<file path="config.mk">
export PLATFORM = sky130hd
export DESIGN_NAME = alu_sequencer
export DESIGN_NICKNAME = d
export VERILOG_FILES = /design/src/rtl/alu_sequencer_pkg.sv /design/src/rtl/alu_sequencer_regfile8x16.sv /design/src/rtl/alu_sequencer.sv
export SDC_FILE = /design/constraint.sdc
export NUM_CORES = 1
export LEC_CHECK = 0
export CORE_ASPECT_RATIO = 0.9
export CORE_MARGIN = 2
export CORE_UTILIZATION = 30
export CTS_CLUSTER_DIAMETER = 150
export CTS_CLUSTER_SIZE = 24
export DETAILED_ROUTE_END_ITERATION = 10
export SETUP_SLACK_MARGIN = 0.3
export SLEW_MARGIN = 15
export SYNTH_ARGS = -nofsm -noshare
export SYNTH_HDL_FRONTEND = slang
export SYNTH_SLANG_ARGS = --single-unit
</file>
<file path="constraint.sdc">
create_clock -name clk -period 6 [get_ports clk]
set_clock_uncertainty 0.15 [all_clocks]
set_input_delay 1.2 -clock clk [delete_from_list [all_inputs] [get_ports clk]]
set_output_delay 1.2 -clock clk [all_outputs]
set_load 0.02 [all_outputs]
</file>
<file path="src/rtl/alu_sequencer_pkg.sv">
`default_nettype none
// ============================================================================
//  Module   : alu_sequencer_pkg
//  Brief    : Shared widths, FSM state encoding and ALU opcode constants for
//             the ALU operand/write-back sequencer and its register file.
//  Revision : 1.0 - initial release
// ============================================================================
package alu_sequencer_pkg;

    // Default data and register-file address widths (must match the ALU)
    localparam int ALU_DW = 16;
    localparam int ALU_AW = 3;

    // Sequencer FSM states
    typedef enum logic [1:0] {
        ST_IDLE = 2'b00,
        ST_EXEC = 2'b01,
        ST_WB   = 2'b10
    } seq_state_t;

    // Flags as delivered by the ALU, kept in {N,Z,C} order
    typedef struct packed {
        logic n;
        logic z;
        logic c;
    } alu_flags_t;

    // ALU opcodes, shared with the ALU; this block never decodes them
    localparam logic [3:0] C_PASS_S = 4'h0;
    localparam logic [3:0] C_PASS_R = 4'h1;
    localparam logic [3:0] C_AND    = 4'h2;
    localparam logic [3:0] C_OR     = 4'h3;
    localparam logic [3:0] C_ADD    = 4'h4;
    localparam logic [3:0] C_SUB    = 4'h5;
    localparam logic [3:0] C_XOR    = 4'h6;
    localparam logic [3:0] C_SHL    = 4'h7;
    localparam logic [3:0] C_SHR    = 4'h8;
    localparam logic [3:0] C_INC    = 4'h9;
    localparam logic [3:0] C_DEC    = 4'hA;
    localparam logic [3:0] C_NOT    = 4'hB;
    localparam logic [3:0] C_NEG_S  = 4'hC;

endpackage
`default_nettype wire

</file>
<file path="src/rtl/alu_sequencer_regfile8x16.sv">
`default_nettype none
// ============================================================================
//  Module   : regfile8x16
//  Brief    : 2^AW x DW register file with two combinational operand read
//             ports, a combinational debug read port and one synchronous
//             write port. Cleared asynchronously by reset_n.
//  Revision : 1.0 - initial release
// ============================================================================
module regfile8x16
    import alu_sequencer_pkg::*;
#(
    parameter int DW = ALU_DW,
    parameter int AW = ALU_AW
) (
    input  logic          clk,
    input  logic          reset_n,
    input  logic          we,
    input  logic [AW-1:0] w_adr,
    input  logic [DW-1:0] w_data,
    input  logic [AW-1:0] r_adr,
    output logic [DW-1:0] r_data,
    input  logic [AW-1:0] s_adr,
    output logic [DW-1:0] s_data,
    input  logic [AW-1:0] dbg_adr,
    output logic [DW-1:0] dbg_data
);

    localparam int NREG = 1 << AW;

    logic [DW-1:0] r_mem [NREG];

    // Storage: every word cleared on reset, single write port otherwise
    always_ff @(posedge clk or negedge reset_n) begin
        if (!reset_n) begin
            for (int i = 0; i < NREG; i++) begin
                r_mem[i] <= '0;
            end
        end else if (we) begin
            r_mem[w_adr] <= w_data;
        end
    end

    assign r_data   = r_mem[r_adr];
    assign s_data   = r_mem[s_adr];
    assign dbg_data = r_mem[dbg_adr];

endmodule
`default_nettype wire

</file>
<file path="src/rtl/alu_sequencer.sv">
`default_nettype none
// ============================================================================
//  Module   : alu_sequencer
//  Brief    : Three-cycle operand fetch / execute / write-back stage around
//             an external combinational 16-bit ALU. Accepts one command per
//             handshake, drives the ALU from latched operands, captures Y and
//             flags, writes back to the register file and status register.
//  Revision : 1.0 - initial release
// ============================================================================
module alu_sequencer
    import alu_sequencer_pkg::*;
#(
    parameter int DW = ALU_DW,
    parameter int AW = ALU_AW
) (
    input  logic          clk,
    input  logic          reset_n,
    input  logic          cmd_valid,
    output logic          cmd_ready,
    input  logic [3:0]    cmd_op,
    input  logic [AW-1:0] cmd_r_adr,
    input  logic [AW-1:0] cmd_s_adr,
    input  logic [AW-1:0] cmd_w_adr,
    input  logic          cmd_imm_sel,
    input  logic [DW-1:0] cmd_imm,
    input  logic          cmd_wb,
    input  logic          cmd_flag_we,
    output logic [DW-1:0] alu_r,
    output logic [DW-1:0] alu_s,
    output logic [3:0]    alu_op,
    input  logic [DW-1:0] alu_y,
    input  logic          alu_n,
    input  logic          alu_z,
    input  logic          alu_c,
    output logic          done,
    output logic [DW-1:0] result,
    output logic [2:0]    stat,
    input  logic [AW-1:0] dbg_adr,
    output logic [DW-1:0] dbg_data
);

    seq_state_t    r_state;
    seq_state_t    w_state_nxt;

    logic [3:0]    r_op;
    logic [DW-1:0] r_opr_r;
    logic [DW-1:0] r_opr_s;
    logic [AW-1:0] r_w_adr;
    logic          r_wb;
    logic          r_flag_we;
    logic [DW-1:0] r_result;
    alu_flags_t    r_flags;
    alu_flags_t    r_stat;

    logic          w_ready;
    logic          w_done;
    logic          w_rf_we;
    logic          w_accept;
    logic [DW-1:0] w_rd_r;
    logic [DW-1:0] w_rd_s;

    regfile8x16 #(
        .DW (DW),
        .AW (AW)
    ) u_regfile (
        .clk      (clk),
        .reset_n  (reset_n),
        .we       (w_rf_we),
        .w_adr    (r_w_adr),
        .w_data   (r_result),
        .r_adr    (cmd_r_adr),
        .r_data   (w_rd_r),
        .s_adr    (cmd_s_adr),
        .s_data   (w_rd_s),
        .dbg_adr  (dbg_adr),
        .dbg_data (dbg_data)
    );

    // FSM state register; reset aborts any command in flight
    always_ff @(posedge clk or negedge reset_n) begin
        if (!reset_n) begin
            r_state <= ST_IDLE;
        end else begin
            r_state <= w_state_nxt;
        end
    end

    // Next state plus handshake, done and write-enable decode
    always_comb begin
        w_state_nxt = r_state;
        w_ready     = 1'b0;
        w_done      = 1'b0;
        w_rf_we     = 1'b0;
        case (r_state)
            ST_IDLE: begin
                w_ready = 1'b1;
                if (cmd_valid) begin
                    w_state_nxt = ST_EXEC;
                end
            end
            ST_EXEC: begin
                w_state_nxt = ST_WB;
            end
            ST_WB: begin
                w_done      = 1'b1;
                w_rf_we     = r_wb;
                w_state_nxt = ST_IDLE;
            end
            default: begin
                w_state_nxt = ST_IDLE;
            end
        endcase
    end

    assign w_accept = cmd_valid && w_ready;

    // Command latch: loaded only on accept, so the ALU inputs hold steady
    // through WB and IDLE and the ALU outputs do not toggle needlessly
    always_ff @(posedge clk or negedge reset_n) begin
        if (!reset_n) begin
            r_op      <= '0;
            r_opr_r   <= '0;
            r_opr_s   <= '0;
            r_w_adr   <= '0;
            r_wb      <= 1'b0;
            r_flag_we <= 1'b0;
        end else if (w_accept) begin
            r_op      <= cmd_op;
            r_opr_r   <= w_rd_r;
            r_opr_s   <= cmd_imm_sel ? cmd_imm : w_rd_s;
            r_w_adr   <= cmd_w_adr;
            r_wb      <= cmd_wb;
            r_flag_we <= cmd_flag_we;
        end
    end

    // Capture ALU result and flags at the end of EXEC
    always_ff @(posedge clk or negedge reset_n) begin
        if (!reset_n) begin
            r_result <= '0;
            r_flags  <= '0;
        end else if (r_state == ST_EXEC) begin
            r_result <= alu_y;
            r_flags  <= {alu_n, alu_z, alu_c};
        end
    end

    // Status register: committed from the captured flags during WB
    always_ff @(posedge clk or negedge reset_n) begin
        if (!reset_n) begin
            r_stat <= '0;
        end else if ((r_state == ST_WB) && r_flag_we) begin
            r_stat <= r_flags;
        end
    end

    assign cmd_ready = w_ready;
    assign done      = w_done;
    assign alu_r     = r_opr_r;
    assign alu_s     = r_opr_s;
    assign alu_op    = r_op;
    assign result    = r_result;
    assign stat      = r_stat;

endmodule
`default_nettype wire

</file>
==> flow_metrics.py <==
metrics = {
    "timing": {
        "hold_viol": 0,
        "period_share": 0.791,
        "maxSlewViolCount": 0,
        "fmax_ghz": 0.211,
        "min_period_ns": 4.74,
        "slew_headroom": 0.168,
        "worst_pin_slew_ns": 1.25,
        "hold_ws_ns": 0.335,
        "setup_viol": 0,
        "rsz0062_at_grt": "false",
        "tns_ns": 0,
    },
    "critical_path": {
        "critPathSlowestCell": "clkdlybuf4s50_1",
        "path_class": "input port to primary output",
        "critPathArrivalTime_ns": 3.39,
        "crit_buf_inv": 3,
        "cp-start-kind": "input port",
        "max_stage_delay_ns": 0.55,
        "cp_data_required_time_ns": 4.65,
        "critPathMaxFanout": 17,
        "path_delay_family": "buffers and inverters",
        "end_kind": "primary output",
        "crit_chain": "buf_2 > buf_12 > mux4_2 > mux2_2 > clkdlybuf4s50_1",
    },
    "drt": {
        "drt_iter0_markers": 464,
        "dr.pass1.iters": 5,
        "via_per_inst": 5.24,
        "ant_nets": 0,
        "drc": 0,
        "wl_per_cell_um": 22.7,
        "drt-total-wl_um": 30800,
        "vias": 7092,
    },
    "cells_and_area": {
        "nFillCells": 3370,
        "diodes": 0,
        "drive_above_1_share": 0.361,
        "syn_to_final_growth_pct": 21.3,
        "nets": 936,
    },
    "placed_design": {
        "portBuffers": 129,
        "gp_congestion": 0.803,
        "hpwl_um": 18700,
    },
    "global_routing": {
        "grt_pass1_wl_um": 47300,
        "grt_antenna_before_repair": 1,
        "grt_util_all_layers": 0.172,
        "grt_pass1_vias": 7441,
        "grt_remaining_overflow": 0,
        "grt_start_max_net_pins": 106,
    },
    "die": {
        "coreArea_sq_mm": 0.0341,
        "die_h_um": 181,
        "die_area_sq_mm": 0.0363,
        "io_pins": 130,
        "die_w_um": 201,
        "row_count": 64,
        "start_util": 0.306,
    },
    "cts": {
        "clock_sinks": 193,
        "cts_made_buffers": 17,
        "clk_pin_slew_ns": 0.07,
        "holdBufCountCts": 0,
        "cts_max_level": 4,
        "clock_path_buffers": 2,
        "tritoncts": "built",
        "cts_setup_buffers": 0,
        "clockRootBuffer": "clkbuf_16",
        "ctsResizeCount": 0,
        "clock_latency_ns": 0.44,
    },
    "run": {
        "maxCapViolations": 0,
    },
    "power_and_ir_drop": {
        "p_leak_nw": 5.57,
        "power_density_mw_per_mm2": 401,
        "total_power_mw": 5.08,
        "vdd_drop_max_mv": 0.207,
    },
    "yosys": {
        "syn_nets": 833,
        "synth_area_sq_mm": 0.0104,
        "synth_cell_types": 35,
        "ys_ff_latch": 193,
        "seq_area_frac_synth": 0.462,
        "synth_edf_count": 0,
        "ys.flop_type": "dfrtp_1",
        "avgSynthCellArea_sq_um": 13.5,
        "syn_inst": 776,
        "async_flop_share": 1.00,
        "ys.warnings.count": 0,
    },
    "min_path": {
        "hold_class": "register to register",
    },
    "outcome": {
        "status": "completed",
    },
}
[power by group]
part	leakage (nW)	switching, mW	internal [mW]
Sequential	2.50	0.497	1.73
Combinational	2.79	0.707	1.00
Clock	0.278	0.551	0.593
[through the flow]
| step | setup slack (ns) | area (sq um) | cells | util |
|---|---|---|---|---|
| 3_5_place_dp | 1.24 | 12100 | 1322 | 0.355 |
| 6_report | 1.26 | 12700 | 1353 | 0.372 |
| 5_1_grt | 1.15 | 12700 | 1353 | 0.372 |
| 4_1_cts | 1.23 | 12700 | 1353 | 0.372 |
| 2_1_floorplan | 2.09 | 10400 | 776 | - |
| 3_3_place_gp | 1.26 | 12100 | 1322 | 0.355 |
[logic make-up after synthesis]
kind of cell,count (synthesis),share of synthesized area
mux,326,0.377
flops,193,0.462
compound gates,103,0.0752
simple gates,92,0.0539
buf+inv,62,0.0317
[cells in the final DEF, fill, tap and decap left out, types with 4 or more instances in the layout]
| cell | instances |
|---|---|
| o221a_2 | 9 |
| o2bb2ai_1 | 4 |
| a211oi_1 | 7 |
| o22ai_1 | 30 |
| and2_1 | 7 |
| mux2_2 | 219 |
| o221ai_1 | 9 |
| clkbuf_16 | 17 |
| mux4_2 | 32 |
| nand3b_1 | 9 |
| nand2_1 | 47 |
| o21ai_0 | 7 |
| nand2b_1 | 5 |
| mux2i_1 | 75 |
| buf_4 | 15 |
| a22o_1 | 14 |
| o31ai_1 | 23 |
| nor2b_1 | 9 |
| clkdlybuf4s50_1 | 125 |
| dfrtp_1 | 193 |
| inv_6 | 4 |
[final timing paths]
path,startpoint,end,slack (ns),depth (start not counted)
setup reg to reg,r_state[0],u_regfile.r_mem[17],3.62,3
hold reg to reg,alu_r[15],alu_r[15],0.33,2
setup / recovery,dbg_adr[0],dbg_data[14],1.26,5
min in group asynchronous,reset_n,result[3],0.73,1
max in group asynchronous,reset_n,u_regfile.r_mem[81],3.77,2
hold / removal,alu_r[15],alu_r[15],0.33,2
[worst register-to-register path: stages (launching register included)]
cell and delay, ns:
dfrtp_1 0.47, and4bb_4 0.41, and2b_1 0.79, mux2_2 0.43
[final cells by class]
class,instances,area (sq um),share of cell area
clock buffer,19,443,0.0349
clock inverter,12,123,0.00967
inverter,2,7.51,0.000592
multi-input combinational,521,5290,0.417
sequential,193,4830,0.381
tap,462,578,0.0456
timing repair buffer,144,1410,0.111
[state kept, by name (all words and copies together) (netlist names)]
name,count
alu_op,4
alu_r,16
alu_s,16
r_flag_we,1
r_flags,3
r_state,2
r_w_adr,3
r_wb,1
result,16
stat,3
u_regfile.r_mem,128
[metal layers]
layer,share of wire,global-route usage
met1,0.47,0.237
met2,0.47,0.278
met3,0.048,0.0361
met4,0.013,0.0403
met5,0,0
[synthesized netlist by cell type (4+ instances only)]
cell	count	area share
a211oi_1	7	0.0050
a22o_1	14	0.012
and2_1	7	0.0042
buf_2	22	0.011
buf_6	8	0.0086
clkbuf_1	26	0.0093
dfrtp_1	193	0.46
mux2_2	219	0.24
mux2i_1	75	0.072
mux4_2	32	0.069
nand2_1	47	0.017
nand2b_1	5	0.0030
nand3b_1	9	0.0065
nor2b_1	9	0.0054
o21ai_0	7	0.0034
o221a_2	9	0.0097
o221ai_1	9	0.0075
o22ai_1	30	0.018
o2bb2ai_1	4	0.0034
o31ai_1	23	0.017
Power figures use the tool's default switching activity.
